--- config.mk ---
export PLATFORM = sky130hd
export DESIGN_NAME = pipe_hazard_ctrl
export DESIGN_NICKNAME = d
export VERILOG_FILES = /design/src/rtl/pipe_hazard_ctrl.sv
export SDC_FILE = /design/constraint.sdc
export NUM_CORES = 1
export LEC_CHECK = 0
export ABC_AREA = 1
export BUFFER_PORTS_ARGS = -buffer_cell sky130_fd_sc_hd__clkbuf_2
export CORE_MARGIN = 3
export CORE_UTILIZATION = 35
export CTS_CLUSTER_DIAMETER = 60
export DETAILED_ROUTE_END_ITERATION = 8
export GPL_ROUTABILITY_DRIVEN = 0
export MAX_ROUTING_LAYER = met4
export SKIP_LAST_GASP = 1
export SLEW_MARGIN = 25
export SYNTH_ARGS = -nofsm -noshare
export SYNTH_HDL_FRONTEND = slang
export SYNTH_SLANG_ARGS = --single-unit
export TNS_END_PERCENT = 50
--- constraint.sdc ---
create_clock -name clk -period 2.5 [get_ports clk]
set_input_delay 0.5 -clock clk [delete_from_list [all_inputs] [get_ports clk]]
set_output_delay 0.5 -clock clk [all_outputs]
set_load 0.005 [all_outputs]
--- src/rtl/pipe_hazard_ctrl.sv ---
// rtl/pipe_hazard_ctrl.sv - hazard/forwarding controller for the 5-stage pipeline
// Optional macro BRANCH_PREDICT_NT_EN: predict not-taken with flush instead of branch-pending stall.
module pipe_hazard_ctrl #(
    parameter int REG_ADDR_W   = 5,
    parameter int FWD_DEPTH    = 3,
    parameter int LOAD_LAT     = 1,
    parameter int BRANCH_STAGE = 2,
    localparam int SEL_W       = $clog2(FWD_DEPTH + 1)
) (
    input  logic                  clk,
    input  logic                  rst_n,
    input  logic                  id_valid,
    input  logic [REG_ADDR_W-1:0] id_rs_addr,
    input  logic                  id_rs_used,
    input  logic [REG_ADDR_W-1:0] id_rt_addr,
    input  logic                  id_rt_used,
    input  logic                  id_wen,
    input  logic [REG_ADDR_W-1:0] id_waddr,
    input  logic                  id_is_load,
    input  logic                  id_is_branch,
    input  logic                  br_resolve_valid,
    input  logic                  br_taken,
    output logic                  if_en,
    output logic                  id_en,
    output logic                  id_rst,
    output logic                  exe_rst,
    output logic                  mem_rst,
    output logic [SEL_W-1:0]      exe_fwd_a_ctrl,
    output logic [SEL_W-1:0]      exe_fwd_b_ctrl,
    output logic [31:0]           stall_cnt
);

    // Entry k describes the instruction currently in stage EXE+k.
    logic [FWD_DEPTH-1:0]  sb_v;
    logic [FWD_DEPTH-1:0]  sb_ld;
    logic [REG_ADDR_W-1:0] sb_waddr [FWD_DEPTH];

    logic             rs_hit, rt_hit, rs_ld, rt_ld;
    logic [SEL_W-1:0] rs_idx, rt_idx;
    logic             ld_stall, flush, br_wait, advance;

    always_comb begin
        rs_hit = 1'b0;
        rs_idx = '0;
        rs_ld  = 1'b0;
        rt_hit = 1'b0;
        rt_idx = '0;
        rt_ld  = 1'b0;
        // Scan oldest to youngest so the youngest matching writer is left standing.
        for (int k = FWD_DEPTH - 1; k >= 0; k--) begin
            if (id_rs_used && id_rs_addr != '0 && sb_v[k] && sb_waddr[k] == id_rs_addr) begin
                rs_hit = 1'b1;
                rs_idx = SEL_W'(k);
                rs_ld  = sb_ld[k];
            end
            if (id_rt_used && id_rt_addr != '0 && sb_v[k] && sb_waddr[k] == id_rt_addr) begin
                rt_hit = 1'b1;
                rt_idx = SEL_W'(k);
                rt_ld  = sb_ld[k];
            end
        end
    end

    assign ld_stall = id_valid &
                      ((rs_hit & rs_ld & (rs_idx < SEL_W'(LOAD_LAT))) |
                       (rt_hit & rt_ld & (rt_idx < SEL_W'(LOAD_LAT))));

`ifdef BRANCH_PREDICT_NT_EN
    logic unused_id_is_branch;
    assign unused_id_is_branch = id_is_branch;
    assign flush   = br_resolve_valid & br_taken;
    assign br_wait = 1'b0;
`else
    logic br_pending;
    logic unused_br_taken;
    assign unused_br_taken = br_taken;
    assign flush   = 1'b0;
    assign br_wait = br_pending;

    always_ff @(posedge clk or negedge rst_n) begin
        if (!rst_n) begin
            br_pending <= 1'b0;
        end else if (br_pending) begin
            br_pending <= !br_resolve_valid;
        end else begin
            br_pending <= id_valid & id_is_branch & advance;
        end
    end
`endif

    assign advance = !ld_stall && !flush;

    always_comb begin
        if_en   = 1'b1;
        id_en   = 1'b1;
        id_rst  = 1'b0;
        exe_rst = 1'b0;
        mem_rst = 1'b0;
        if (!rst_n) begin
            if_en   = 1'b0;
            id_en   = 1'b0;
            id_rst  = 1'b1;
            exe_rst = 1'b1;
            mem_rst = 1'b1;
        end else if (flush) begin
            id_en   = 1'b0;
            id_rst  = 1'b1;
            exe_rst = 1'b1;
            mem_rst = (BRANCH_STAGE == 2);
        end else if (ld_stall) begin
            if_en   = 1'b0;
            id_en   = 1'b0;
            exe_rst = 1'b1;
        end else if (br_wait) begin
            // Only the resolve cycle lets IF fetch the (possibly redirected) PC.
            if_en  = br_resolve_valid;
            id_en  = 1'b0;
            id_rst = 1'b1;
        end
    end

    always_ff @(posedge clk or negedge rst_n) begin
        if (!rst_n) begin
            sb_v  <= '0;
            sb_ld <= '0;
            for (int k = 0; k < FWD_DEPTH; k++) begin
                sb_waddr[k] <= '0;
            end
        end else begin
            sb_v[0]     <= id_valid & id_wen & (id_waddr != '0) & advance;
            sb_ld[0]    <= id_is_load;
            sb_waddr[0] <= id_waddr;
            // A taken flush kills the wrong-path instructions sitting ahead of the resolve stage.
            for (int k = 1; k < FWD_DEPTH; k++) begin
                sb_v[k]     <= sb_v[k-1] & ~(flush & (k < BRANCH_STAGE));
                sb_ld[k]    <= sb_ld[k-1];
                sb_waddr[k] <= sb_waddr[k-1];
            end
        end
    end

    always_ff @(posedge clk or negedge rst_n) begin
        if (!rst_n) begin
            exe_fwd_a_ctrl <= '0;
            exe_fwd_b_ctrl <= '0;
        end else begin
            exe_fwd_a_ctrl <= (advance && id_valid && rs_hit) ? rs_idx + SEL_W'(1) : '0;
            exe_fwd_b_ctrl <= (advance && id_valid && rt_hit) ? rt_idx + SEL_W'(1) : '0;
        end
    end

    always_ff @(posedge clk or negedge rst_n) begin
        if (!rst_n) begin
            stall_cnt <= '0;
        end else if ((ld_stall || br_wait) && !flush && stall_cnt != 32'hFFFF_FFFF) begin
            stall_cnt <= stall_cnt + 32'd1;
        end
    end

endmodule
Word-level counts from Yosys, hierarchy flattened
Index checks and enable logic that the tools add are counted.

word-level totals
  flip-flop bits (word level) = 58
  input bits = 25
  output and inout bits = 41
  word-level logic and storage cells = 89

operators by class
  add/sub/neg operators = 3
  order comparisons = 2
  equality and inequality tests = 7
  muxes and demuxes = 33
  bitwise logic cells = 11
  reductions and logical operators = 24

operators with widths
  kind                                                                   count
  32-bit by 1-bit adder with 32-bit output (second input constant)       1
  32-bit inequality test (second input constant)                         1
  5-bit equality test                                                    6
  1-bit two-way mux                                                      25
  1-bit logical AND                                                      18
  2-bit two-way mux                                                      8
  5-bit nonzero test                                                     3
  1-bit bitwise AND                                                      10
  2-bit by 1-bit adder with 2-bit output (second input constant)         2
  2-bit by 1-bit < comparator with 1-bit output (second input constant)  2
  1-bit zero test                                                        2
  1-bit logical OR                                                       1
  1-bit bitwise OR                                                       1

Depth between registers and ports, before layout
  depth after elaboration = 15
  mapped depth = 19
  depth with buffers taken out = 18

Least setup slack after synthesis
OpenSTA, ideal clock, no wires.

  path kind = input -> output
  start = in id_rt_addr[3]
  end = out id_en
  arrival time = 1.903 ns
  data required time = 2.000 ns
  path slack = 0.097 ns
  stages on the path = 16
  path buffers = 1
  cells stage by stage = inv_2 a21oi_1 nand2_1 nor2_1 nand3_2 a31oi_1 inv_1 ha_1 nand2_1 nor2_1 nand2_1 nand2_2 nand2_4 nand2_8 buf_6 nor2_1

between the ends
  longest elaborated chain between the ends = 13
  elaborated cells on any way between the ends = 27
  classes of those cells = order compare (1); eq/ne (3); mux (11); bitwise (4); reduce/logical (8)

RTL lines
  what                                                                                       RTL line  text
  start, declared                                                                            15        input logic [REG_ADDR_W-1:0] id_rt_addr,
  5-bit nonzero test                                                                         56        if (id_rt_used && id_rt_addr != '0 && sb_v[k] && sb_waddr[k] == id_rt_addr) begin
  1-bit logical AND (3 in series)                                                            56
  2-bit two-way mux / 1-bit two-way mux (equally long branches) (3 in series)                56
  2-bit by 1-bit < comparator with 1-bit output / 1-bit bitwise AND (equally long branches)  66        (rt_hit & rt_ld & (rt_idx < SEL_W'(LOAD_LAT))));
  1-bit bitwise AND *                                                                        66
  1-bit bitwise OR *                                                                         65        ((rs_hit & rs_ld & (rs_idx < SEL_W'(LOAD_LAT))) |
  1-bit bitwise AND *                                                                        64        assign ld_stall = id_valid &
  1-bit two-way mux *                                                                        110       end else if (ld_stall) begin
  1-bit two-way mux *                                                                        99        if (!rst_n) begin
  end, declared                                                                              24        output logic id_en,

Every way passes the cells marked *; elsewhere a longest branch is shown, timed or not.

Final worst setup path
  start = reg sb_waddr[6] (netlist bit)
  end = out if_en

between the ends
  longest elaborated chain between the ends = 10
  elaborated cells on any way between the ends = 26
  classes of those cells = order compare (2); eq/ne (2); mux (14); bitwise (6); reduce/logical (2)

RTL lines
  what                                                                   RTL line  text
  start, declared                                                        36        logic [REG_ADDR_W-1:0] sb_waddr [FWD_DEPTH];
  start signal, assigned by index                                        137       sb_waddr[k] <= sb_waddr[k-1];
  5-bit equality test (on tied branches)                                 51, 56
  1-bit logical AND (on tied branches)                                   51, 56
  2-bit two-way mux (tied with other cells) (2 in series)                51        if (id_rs_used && id_rs_addr != '0 && sb_v[k] && sb_waddr[k] == id_rs_addr) begin
  2-bit by 1-bit < comparator with 1-bit output (tied with other cells)  65
  1-bit bitwise AND (on tied branches)                                   65, 66
  1-bit bitwise OR *                                                     65
  1-bit bitwise AND *                                                    64
  1-bit two-way mux *                                                    110
  1-bit two-way mux *                                                    99
  end, declared                                                          23        output logic if_en,

Marks and branches as above.

==> results.md <==
- The flow ran to the end, but the final reports show violations.
- The final reports fail on negative setup slack.
- The worst hold path begins at id_is_load.
- The data arrival at the endpoint of the critical path is 2280 ps.
- The die area is 0.01142 mm2.
- The path with the worst hold slack has its endpoint at sb_ld[0].
- Of all flip-flops after synthesis, the portion carrying an async set or reset was 100.0%.
- The HPWL reported at the end of detailed placement is 7073 um.
- In the post-route analysis, the smallest setup slack over all paths is -277.0 ps.
- For this design the top-level I/O count stands at 66.
- Power spread over the standard cell area amounts to 513.7 mW/mm2.
- The signal on the critical path passes through inv_2, nand2_2, nand3_2, nor2_2, nand3_2, a31oi_4, inv_2, ha_4, nand2_2, nor2_1, nand2_1, nand2_2, nand2_4, nand2_4, nor2_2, buf_2.
- The worst setup path is launched from a flop.
- The path class of the lowest-slack min-delay path is primary input to flop.
- After layout, the design draws a total of 2.336 mW.
- The clock tree synthesis step divided the H-tree into 3 levels.
- For the worst flop-to-flop path, the logic depth is 19.
- In the final layout, the share of cells above drive strength 1 is 25.62%.
- The final layout contains 632 nets.
- The average wire length per cell after detail routing is 12.68 um.
- The number of setup violations in the final report is 4.
- The remaining routing DRC violations is 0.
- The total global routing overflow is 0.
- The minimum clock period after layout is 2777 ps.
- The chip width is 106.9 um.
- In this run the worst path has a maximum fanout of 4.
- The dominant register cell in the synthesized netlist is dfrtp_1.
- The worst setup path is captured at an output port.
- The mean area per synthesized cell is 7.040 um2.
- The worst hold-check slack is 260.4 ps.
- The number of clock buffers added by TritonCTS is 9.
- For this run, the number of Yosys warnings is 0.
- The cell count after synthesis came out at 506.
- Entering global routing, the biggest net connects 41 pins.
- The CTS tree is yes.
- Using the TritonRoute via totals, the vias-per-cell ratio works out to 4.759.
- After clock tree synthesis, the clock-pin slew on the worst setup and hold paths is 60 ps.
- The synthesized netlist contains 27 unique library cells.
- The final layout contains routed wiring with a total length of 9405 um.
- The layout overhead on the synthesized area is 27.64%.
- The highest cell delay on the worst timing path is 430 ps.
- The actual slew at the worst max-slew pin is 523.9 ps.
- The total inserted antenna cells is 0.
- At the worst endpoint, the required time is 2000 ps.
- The number of global-route vias before repair is 3394.
- The worst ir drop on vdd is 0.0003271 V.
- Clock latency on the worst-skew pair, taken at its later pin, is 360 ps.
- The worst register-to-register path begins at sb_waddr[6].
- The capturing point of the worst reg2reg path is stall_cnt[14].
- For this run, the total global-route usage over all layers was measured as 17.90%.
- The area of the placeable core is 0.009819 mm2.
- The part of the cycle the worst path needs is 111.1%.
- The number of antenna violations at the first check in global routing is 0.
- Summing the sequential cell areas from Yosys gives 40.74% of the chip area.
- The number of I/O port buffers is 64.
- Static timing analysis puts the maximum clock frequency at 360.1 MHz.
- The synthesized design contains 58 register bits.
- The first routing iteration left 166 violations.
- The vias after detailed routing is 3531.
- For this configuration, the core starts out at a cell density of 36.28%.
- The number of nets handed over by synthesis was 534.
- The cell occurring most often along the worst timing path is nand2_2.
- The hold violation count in the final report is 0.
- In this run the vertical extent of the chip is 106.9 um.
- The number of max-cap violations is 0.
- The synthesized area is 0.003562 mm2.
- The clock root buffer is clkbuf_8.
- The max-slew violation total from the final report is 0.
- The worst setup path is of the flop to output port kind.
- Setup repair after global routing could not meet its margin everywhere.
- Before antenna repair, the detailed router went through 4 iterations.
- The number of enable flip-flop cells after synthesis is 0.
- After filler insertion, the fill cell instance count of the layout stands at 1053.
- The worst register-to-register path has a setup slack of 140 ps.
- Counting instances, the worst hold path has a depth of 1.
- Row generation in the floorplan step produced 36 rows.
- On the final layout, the worst clock skew is 12.19 ps.
- The first global-routing pass estimated 15750 um of wire.
- The clock drives 58 sinks.
- In this run the tightest slew margin relative to its limit is 65.07%.
- The count of nets left with antenna violations once routing finished came out at 0.
- In this run the static leakage power is 2.358 nW.
- The number of buffers between clock root and the deepest sink is 2.
- The slowest stage of the critical path belongs to the cell dfrtp_1.
-- cells in the final DEF (no fill, tap or decap), types with 3 or more instances in the layout --
cell	synthesis	routed
a21oi_1	6	5
buf_4	0	28
clkbuf_2	0	62
clkbuf_8	0	11
dfrtp_1	58	58
inv_1	58	54
inv_2	10	14
nand2_1	177	172
nand2_2	2	6
nand3_1	52	48
nand3_2	3	5
nand4_1	13	13
nor2_1	52	45
nor2_2	1	6
nor3_1	15	15
nor3_2	3	3
nor4_1	4	4
o21ai_0	8	8
xnor2_1	11	11
xor2_1	13	13
-- repair_timing --
item,in CTS,in global routing
endpoints found under the hold margin,1,0
buffers inserted,1,6
hold buffers,1,0
pin swaps,5,13
gates resized for setup,5,32
setup endpoints to repair,4,31
-- stage by stage --
step | std cells | utilization [%] | instance area, um2 | worst slack, ps | TNS [ps]
final | 742 | 46.30 | 4547 | -277.0 | -960.2
after global routing | 742 | 46.30 | 4547 | -435.4 | -1681
after CTS | 736 | 44.70 | 4389 | -278.3 | -1029
after detailed placement | 718 | 42.20 | 4144 | -221.0 | -3391
after global placement | 718 | 42.20 | 4144 | -168.3 | -1890
after floorplan | 506 | - | 3562 | 97.38 | 0
-- area by class of cell --
cell class | instances | area (um2) | area share, %
Multi-Input combinational cell | 372 | 1902 | 41.83
Sequential cell | 58 | 1451 | 31.92
Timing Repair Buffer | 95 | 566.8 | 12.47
Inverter | 68 | 255.2 | 5.614
Tap cell | 133 | 166.4 | 3.660
Clock buffer | 12 | 155.1 | 3.412
Clock inverter | 4 | 50.05 | 1.101
-- layer usage --
metal / track usage [%] / share of wire (%) / up-vias / wire length (um)
li1: - / - / 1785 / -
met1: 22.71 / 47 / 1641 / 4399
met2: 28.10 / 46 / 87 / 4346
met3: 4.094 / 4.8 / 18 / 455
met4: 6.667 / 2.2 / 0 / 204
met5: - / 0 / - / 0
-- power by group --
part           total (mW)  switching [mW]  internal (mW)
registers            1.06          0.0717          0.993
logic               0.360           0.211          0.148
clock network       0.912           0.399          0.513
-- worst max-delay path by stage --
stage                  startpoint    end  slack [ps]  cells after the start
CTS                   sb_waddr[9]  if_en        -280                     17
floorplan           id_rt_addr[3]  id_en         100                     16
finish                sb_waddr[6]  if_en        -280                     16
global placement    id_rt_addr[3]  if_en        -170                     17
global route          sb_waddr[6]  if_en        -440                     16
detailed placement  id_rt_addr[3]  if_en        -220                     17
-- synth_stat cells (6+ instances only) --
cell type	count	area share, %
nor2_1	52	5.5
buf_6	6	1.9
xnor2_1	11	2.7
o21ai_0	8	1.1
inv_2	10	1.1
nor3_1	15	2.1
dfrtp_1	58	41
nand2_1	177	19
nand3_1	52	7.3
a21oi_1	6	0.84
nand4_1	13	2.3
xor2_1	13	3.2
inv_1	58	6.1
-- logic make-up after synthesis --
group / after synthesis / synth area share (%)
buf+inv: 76 / 9.343
simple gates: 326 / 40.11
xor+xnor: 24 / 5.901
flops: 58 / 40.74
fa+ha+maj: 3 / 1.054
compound gates: 19 / 2.845
-- worst max-delay path: cells and delay by family, from the launching register on --
kind / cells / cell delay, ps
and+or+nand+nor: 11 / 920
AOI/OAI and AO/OA: 1 / 180
buffers and inverters: 3 / 240
DFF: 1 / 430
adders and majority gates: 1 / 160
-- registers in the layout, summed over array words and instances (netlist names) --
signal and count:
br_pending 1, exe_fwd_b_ctrl 2, sb_waddr 15, stall_cnt 32, sb_ld 3, exe_fwd_a_ctrl 2, sb_v 3
Power figures use the tool's default switching activity.
